`src/rtl/mult_pkg.sv`:
```
// Shared definitions for the sequential shift-add multiplier: FSM state encoding
// and the helper that sizes the iteration counter for a given operand width.
package mult_pkg;

    typedef enum logic [1:0] {
        IDLE = 2'd0,
        CALC = 2'd1,
        FIX  = 2'd2,
        DONE = 2'd3
    } state_t;

    localparam int DEFAULT_WIDTH = 32;
    localparam int CNT_W = $clog2(DEFAULT_WIDTH + 1);

    // Counter must be able to hold WIDTH itself, hence the +1.
    function automatic int cnt_width(input int w);
        return $clog2(w + 1);
    endfunction

endpackage

```
`src/rtl/mult_cond_neg.sv`:
```
// Conditional two's-complement negate: result = negate ? -value : value.
// Used for operand magnitudes and for the final sign fix-up of the product.
module mult_cond_neg #(
    parameter int W = 32
) (
    input  logic         negate,
    input  logic [W-1:0] value,
    output logic [W-1:0] result
);

    assign result = negate ? (~value + W'(1)) : value;

endmodule

```
`src/rtl/mult_seq_param.sv`:
```
// Iterative shift-add multiplier, one multiplier bit per clock, with per-operation
// signed/unsigned mode and valid/ready handshakes on both input and output.
module mult_seq_param
    import mult_pkg::*;
#(
    parameter int WIDTH = 32
) (
    input  logic               clk,
    input  logic               reset,
    input  logic               in_valid,
    output logic               in_ready,
    input  logic               is_signed,
    input  logic [WIDTH-1:0]   multiplicand,
    input  logic [WIDTH-1:0]   multiplier,
    output logic               out_valid,
    input  logic               out_ready,
    output logic [2*WIDTH-1:0] product,
    output logic               busy
);

    localparam int CW = cnt_width(WIDTH);

    state_t               state;
    logic [WIDTH-1:0]     mcand;
    logic [2*WIDTH-1:0]   acc;
    logic [CW-1:0]        count;
    logic                 sign_mode;
    logic                 sign_diff;

    logic [WIDTH-1:0]     a_abs;
    logic [WIDTH-1:0]     b_abs;
    logic [2*WIDTH-1:0]   acc_fixed;
    logic [WIDTH:0]       partial;
    logic [2*WIDTH-1:0]   acc_step;

    // Magnitudes are taken only in signed mode; the most negative value maps to 2^(W-1).
    mult_cond_neg #(.W(WIDTH)) u_abs_a (
        .negate (is_signed & multiplicand[WIDTH-1]),
        .value  (multiplicand),
        .result (a_abs)
    );

    mult_cond_neg #(.W(WIDTH)) u_abs_b (
        .negate (is_signed & multiplier[WIDTH-1]),
        .value  (multiplier),
        .result (b_abs)
    );

    mult_cond_neg #(.W(2*WIDTH)) u_fix (
        .negate (sign_mode & sign_diff),
        .value  (acc),
        .result (acc_fixed)
    );

    // Upper half accumulates with a carry bit that is shifted back in, so nothing is lost.
    always_comb begin
        partial  = {1'b0, acc[2*WIDTH-1:WIDTH]} + (acc[0] ? {1'b0, mcand} : '0);
        acc_step = {partial, acc[WIDTH-1:1]};
    end

    always_ff @(posedge clk) begin
        if (reset) begin
            state     <= IDLE;
            in_ready  <= 1'b1;
            out_valid <= 1'b0;
            busy      <= 1'b0;
            product   <= '0;
            count     <= '0;
            acc       <= '0;
            mcand     <= '0;
            sign_mode <= 1'b0;
            sign_diff <= 1'b0;
        end else begin
            case (state)
                IDLE: begin
                    if (in_valid && in_ready) begin
                        sign_mode <= is_signed;
                        sign_diff <= multiplicand[WIDTH-1] ^ multiplier[WIDTH-1];
                        mcand     <= a_abs;
                        acc       <= {{WIDTH{1'b0}}, b_abs};
                        count     <= '0;
                        in_ready  <= 1'b0;
                        busy      <= 1'b1;
                        state     <= CALC;
                    end
                end
                CALC: begin
                    acc   <= acc_step;
                    count <= count + CW'(1);
                    if (count == CW'(WIDTH - 1)) begin
                        state <= FIX;
                    end
                end
                FIX: begin
                    product   <= acc_fixed;
                    out_valid <= 1'b1;
                    busy      <= 1'b0;
                    state     <= DONE;
                end
                DONE: begin
                    if (out_valid && out_ready) begin
                        out_valid <= 1'b0;
                        in_ready  <= 1'b1;
                        state     <= IDLE;
                    end
                end
            endcase
        end
    end

endmodule
```
`config.mk`:
```
export PLATFORM = sky130hd
export DESIGN_NAME = mult_seq_param
export DESIGN_NICKNAME = d
export VERILOG_FILES = /design/src/rtl/mult_pkg.sv /design/src/rtl/mult_cond_neg.sv /design/src/rtl/mult_seq_param.sv
export SDC_FILE = /design/constraint.sdc
export NUM_CORES = 1
export LEC_CHECK = 0
export ABC_AREA = 1
export ABC_CLOCK_PERIOD_IN_PS = 5400
export BUFFER_PORTS_ARGS = -buffer_cell sky130_fd_sc_hd__buf_4
export CAP_MARGIN = 20
export CELL_PAD_IN_SITES_DETAIL_PLACEMENT = 2
export CELL_PAD_IN_SITES_GLOBAL_PLACEMENT = 2
export CORE_ASPECT_RATIO = 1.4
export CORE_MARGIN = 1
export CORE_UTILIZATION = 34
export CTS_BUF_LIST = sky130_fd_sc_hd__clkbuf_16
export CTS_CLUSTER_DIAMETER = 200
export CTS_CLUSTER_SIZE = 14
export DETAILED_ROUTE_END_ITERATION = 10
export PLACE_DENSITY_LB_ADDON = 0.1
export REMOVE_ABC_BUFFERS = 1
export SLEW_MARGIN = 25
export SYNTH_ARGS = -nofsm -noshare
export SYNTH_HDL_FRONTEND = slang
export SYNTH_SLANG_ARGS = --single-unit
```
`constraint.sdc`:
```
create_clock -name clk -period 5.4 [get_ports clk]
set_input_delay 0.81 -clock clk [delete_from_list [all_inputs] [get_ports clk]]
set_output_delay 0.81 -clock clk [all_outputs]
set_load 0.01 [all_outputs]
```
======== Word-level counts from Yosys, hierarchy flattened ========
Index checks and enable logic that the tools add are counted.
cells by class
  multiplexer cells ....................... 19
  bitwise operators ....................... 7
  reductions and logical operators ........ 13
  equal/unequal tests ..................... 7
  add/subtract/negate cells ............... 5
operators by type and width
  operator                                        number
  2-to-1 mux 64 bit                               2
  case mux 64 bit (2 select lines)                1
  2-to-1 mux 32 bit                               3
  adder 32 x 1 -> 32 bit (second input constant)  2
  adder 64 x 1 -> 64 bit (second input constant)  1
  inverter 32 bit                                 2
  inverter 64 bit                                 1
  adder 32 x 32 -> 33 bit                         1
  case mux 6 bit (2 select lines)                 1
  case mux 2 bit (4 select lines)                 1
  AND reduction 2 bit                             4
  nonzero test 2 bit                              4
  adder 6 x 1 -> 6 bit (second input constant)    1
  == test 6 x 5 -> 1 bit (second input constant)  1
  2-to-1 mux 2 bit                                3
  2-to-1 mux 6 bit                                1
  inequality test 2 bit (second input constant)   3
  case mux 1 bit (2 select lines)                 3
  AND reduction 3 bit                             2
  == test 2 bit (second input constant)           2
  2-to-1 mux 1 bit                                4
  bitwise AND 1 bit                               3
  == test 2 x 1 -> 1 bit (second input constant)  1
  logical AND 1 bit                               2
  other kinds (2)                                 2
storage, ports and cells
  register bits ........................... 173
  output and inout bits ................... 67

======== Depth between registers and ports, before layout ========
  word-level depth ........................ 5
  gate-level depth with buffers ........... 18

======== Cells and area by module ========
A second synthesis with hierarchy kept.
second synthesis, totals
  cells, all modules ...................... 2342
  area total of the unflattened synthesis .. 13813.2 um^2
modules (own cells, without submodules)
  module                       times used  area an instance (um^2)  sequential area each (um^2)  cells an instance
  mult_seq_param               1           9130.0                   3463.3                       1390
  mult_cond_neg (u_fix)        1           2466.1                   0.0                          498
  mult_cond_neg (u_abs_a ...)  2           1108.6                   0.0                          227

======== Least setup slack after synthesis ========
OpenSTA, ideal clock, no wires.
  path kind ............................... register -> register
  from .................................... register acc[0]
  to ...................................... register acc[63]
  slack ................................... 3133 ps
  data arrival time ....................... 2196 ps
  cell stages (with the launch flop) ...... 19
  library setup time ...................... 70 ps
  period minus slack after synthesis ...... 2267 ps
  path through ............................ dfxtp_1 -> buf_2 -> clkbuf_1 -> nand2_1 -> inv_1 -> ha_1 -> inv_1 -> fa_1 -> inv_1 -> nand3_1 -> nand3_1 -> nand2_1 -> nand2_1 -> nand3_1 -> nand2_1 -> nand2_1 -> nand2_1 -> nand2_1 -> a21oi_1
on the way
  word-level cells in the longest chain between the ends .. 3
RTL lines
  item                              line                  text
  start, declared                   mult_seq_param.sv:25  logic [2*WIDTH-1:0] acc;
  start signal, assigned            mult_seq_param.sv:80  acc <= {{WIDTH{1'b0}}, b_abs};
  start signal, assigned            mult_seq_param.sv:88  acc <= acc_step;
  2-to-1 mux 32 bit                 mult_seq_param.sv:57  partial = {1'b0, acc[2*WIDTH-1:WIDTH]} + (acc[0] ? {1'b0, mcand} : '0);
  adder 32 x 32 -> 33 bit           mult_seq_param.sv:57
  case mux 64 bit (2 select lines)  mult_seq_param.sv:74  case (state)
No other way between the ends.
A chain may end at the register's enable or synchronous reset.

======== Worst setup path after layout ========
  from .................................... register state[1]
  to ...................................... register acc[55]
on the way
  word-level cells in the longest chain between the ends .. 3
  elaborated cells on any way between the ends .. 6
  classes of those cells .................. eq/ne: 2; mux: 1; reduce/logical: 3
RTL lines
  item                                                                                 line                  text
  start, declared                                                                      mult_seq_param.sv:23  state_t state;
  start signal, assigned                                                               mult_seq_param.sv:63  state <= IDLE;
  start signal, assigned                                                               mult_seq_param.sv:84  state <= CALC;
  start signal, assigned                                                               mult_seq_param.sv:91  state <= FIX;
  == test 2 x 1 -> 1 bit / logical NOT 2 bit (equally long branches)                   mult_seq_param.sv:74
  nonzero test 2 bit (no source line) / inequality test 2 bit (equally long branches)  -
  AND reduction 2 bit (no source line)                                                 -
Parallel ways exist; a longest one is shown, timed or not.

==> impl_metrics.tcl <==
set metrics [dict create \
    wl_per_cell_um 20.2 \
    syn2layout_area_growth_pct 14.8 \
    peakVddDrop_mv 0.186 \
    fmax_mhz 301 \
    grt.total_usage 0.294 \
    synth.area.mux_share 0 \
    drt_iter0_drc 607 \
    vias 15300 \
    r2r-start "state[1]$_SDFFE_PP0P_" \
    synth.most_common_cell "nand2_1" \
    timing.rr.end "acc[55]$_SDFFE_PP0P_" \
    drc_errors 0 \
    core-area_um2 37800 \
    met2_usage 0.600 \
    cts-root-buf "clkbuf_16" \
    setup_violations 0 \
    ctsLongestPathBuffers 2 \
    r2r.worst_path.cells 10 \
    cap_viol_max_count 0 \
    post-route-period-util 0.616 \
    hold_buffers 0 \
    grt_pass1_wl_um 89000 \
    cts_tree "built" \
    crit_chain "inv_1, ha_1, buf_4, inv_2, a21oi_2, buf_4, inv_2, buf_4, nand2_1, a21oi_1" \
    io_pins 136 \
    drt_wl_total_um 57500 \
    grt_pass1_vias 16700 \
    grt_max_degree 83 \
    path_class "reg -> reg" \
    cts_buffers 17 \
    period_needed_ns 3.33 \
    arrival_ns 3.71 \
    placed_cell_area_um2 14500 \
    holdPathEnd "product[1]$_SDFFE_PP0P_" \
    synth-edff-count 0 \
    power.total_mw 6.64 \
    synth_fa_ha_area_frac 0.0397 \
    die_width_um 168 \
    ys.flop_type "dfxtp_1" \
    powerDensity_nw_per_um2 441 \
    yosys_warnings 0 \
    tightest_slew_ns 0.936 \
    ys_types 47 \
    yosys-top-cells-count "669 x nand2_1, 330 x inv_1, 295 x nor2_1" \
    crit_path_max_fanout 55 \
    nNetsFinal 2473 \
    pre_cts_slack_ns 2.11 \
    outcome "finished clean" \
    holdCritStartpoint "product[1]$_SDFFE_PP0P_" \
    clkSlewWorstSetupHoldPaths_ns 0.07 \
    die_h_um 234 \
    drive_above_1_share 0.0947 \
    hold_path.class "reg -> reg" \
    timing.setup.tns_ns 0 \
    final_max_slew_viol_count 0 \
    grtUsageMet3 0.0242 \
    end_kind "flip-flop" \
    cts_resized 0 \
    drt_pass1_iterations 5 \
    netlist_area_um2 13100 \
    dieArea_um2 39400 \
    critPathMaxStageDelay_ns 0.66 \
    hpwl_um 45700 \
    leakagePower_nw 7.78 \
    startpoint "state[1]$_SDFFE_PP0P_" \
    synth_area_leaders "dfxtp_1 26%, nand2_1 19%, inv_1 9.4%" \
    ys_seq_area_frac 0.264 \
    yosys.area.top_type "dfxtp_1" \
    rrSetupSlack_ns 2.07 \
    hold_depth 2 \
    portBuffers 135 \
    worst_slack_ns 2.07 \
    gr-usage-met1 0.283 \
    fin_skew_ns 0.0150 \
    fillCellCount 4896 \
    critPathRequiredTime_ns 5.78 \
    antennaDiodeCount 0 \
    synth_xor_area_frac 0.0327 \
    rows 84 \
    antenna_found_initial 0 \
    grt_overflow 0 \
    rsz0062_at_grt "no" \
    synth_top_family_by_area "simple AND/OR/NAND/NOR gates" \
    synth_compound_gate_area_share 0.153 \
    design_area_um2 15100 \
    avgSynthCellArea_um2 5.78 \
    async_reset_ff_frac 0 \
    syn-instance-count 2272 \
    synth_seq_cells 173 \
    h-tree-depth 4 \
    cpMostUsedCell "buf_4" \
    yosysTopAreaCellShare 0.264 \
    crit_path_top_delay_cell "inv_2" \
    grt-busiest-layer "met2" \
    clock-sinks 173 \
    clk_latency_ns 0.46 \
    place_congestion 0.924 \
    start_kind "flip-flop" \
    initial_utilization 0.347 \
    cts_setup_buffers 0 \
    synthSimpleGateAreaFrac 0.390 \
    utilization 0.398 \
    ant_nets 0 \
    relSlewSlack 0.376 \
    hold_viol 0 \
    viasPerCell 5.36 \
]
==> routing by layer <==
layer / part of all wire / vias up
met5: 0 / -
met4: 0.059 / 0
met3: 0.014 / 142
met2: 0.56 / 236
met1: 0.37 / 7529
li1: - / 7361
==> worst max path at each step <==
stage	end	slack [ns]	depth (start not counted)
floorplan	product[25]$_SDFFE_PP0P_	2.08	7
global placement	acc[54]$_SDFFE_PP0P_	2.22	10
detailed placement	acc[35]$_SDFFE_PP0P_	2.11	10
CTS	acc[55]$_SDFFE_PP0P_	2.06	10
global route	acc[55]$_SDFFE_PP0P_	1.85	10
finish	acc[55]$_SDFFE_PP0P_	2.07	10
==> through the flow <==
stage | instances | hold WS (ns)
2_1_floorplan | 2196 | 0.435
3_3_place_gp | 2817 | 0.456
3_5_place_dp | 2817 | 0.479
4_1_cts | 2848 | 0.502
5_1_grt | 2848 | 0.511
6_report | 2848 | 0.494
==> area by class of cell <==
| cell class | instances | area, um2 | share of cell area |
|---|---|---|---|
| Timing Repair Buffer | 148 | 1110 | 0.0737 |
| Inverter | 337 | 1260 | 0.0839 |
| Sequential cell | 173 | 3460 | 0.230 |
| Multi-Input combinational cell | 1686 | 8090 | 0.537 |
| Clock inverter | 14 | 121 | 0.00805 |
| Clock buffer | 17 | 425 | 0.0282 |
| Tap cell | 473 | 592 | 0.0393 |
==> state kept, by name, indices dropped and copies added, names as in the netlist <==
name       cells
acc           64
product       64
mcand         32
count          6
state          2
busy           1
in_ready       1
out_valid      1
sign_diff      1
sign_mode      1
==> where the power goes <==
| group | internal [mW] | leakage [nW] | switching (mW) |
|---|---|---|---|
| Combinational | 1.07 | 6.10 | 2.26 |
| Sequential | 1.68 | 1.42 | 0.403 |
| Clock | 0.634 | 0.263 | 0.597 |
==> layout by cell type, fill, tap and decap left out, types with 11 or more instances in the layout <==
cell type / n
o21ai_0: 117
o221ai_1: 11
nand3b_1: 12
nand2_1: 669
inv_1: 330
nand4_1: 23
nor2_2: 11
xor2_1: 42
o21ai_1: 11
dfxtp_1: 173
buf_4: 148
a21oi_1: 181
nand3_1: 174
nor2_1: 295
clkbuf_16: 17
ha_1: 39
==> critical path: cells and delay by family, from the launching register on <==
| kind | cells | cell delay, ns |
|---|---|---|
| buffers and inverters | 6 | 2.25 |
| and+or+nand+nor | 1 | 0.13 |
| DFF | 1 | 0.40 |
| AOI/OAI and AO/OA | 2 | 0.26 |
| adders and majority gates | 1 | 0.18 |
==> cells by family after synthesis <==
| family | Yosys count |
|---|---|
| simple gates | 1228 |
| buf+inv | 413 |
| compound gates | 368 |
| flops | 173 |
| xor+xnor | 49 |
| fa+ha+maj | 41 |
Power figures use the tool's default switching activity.
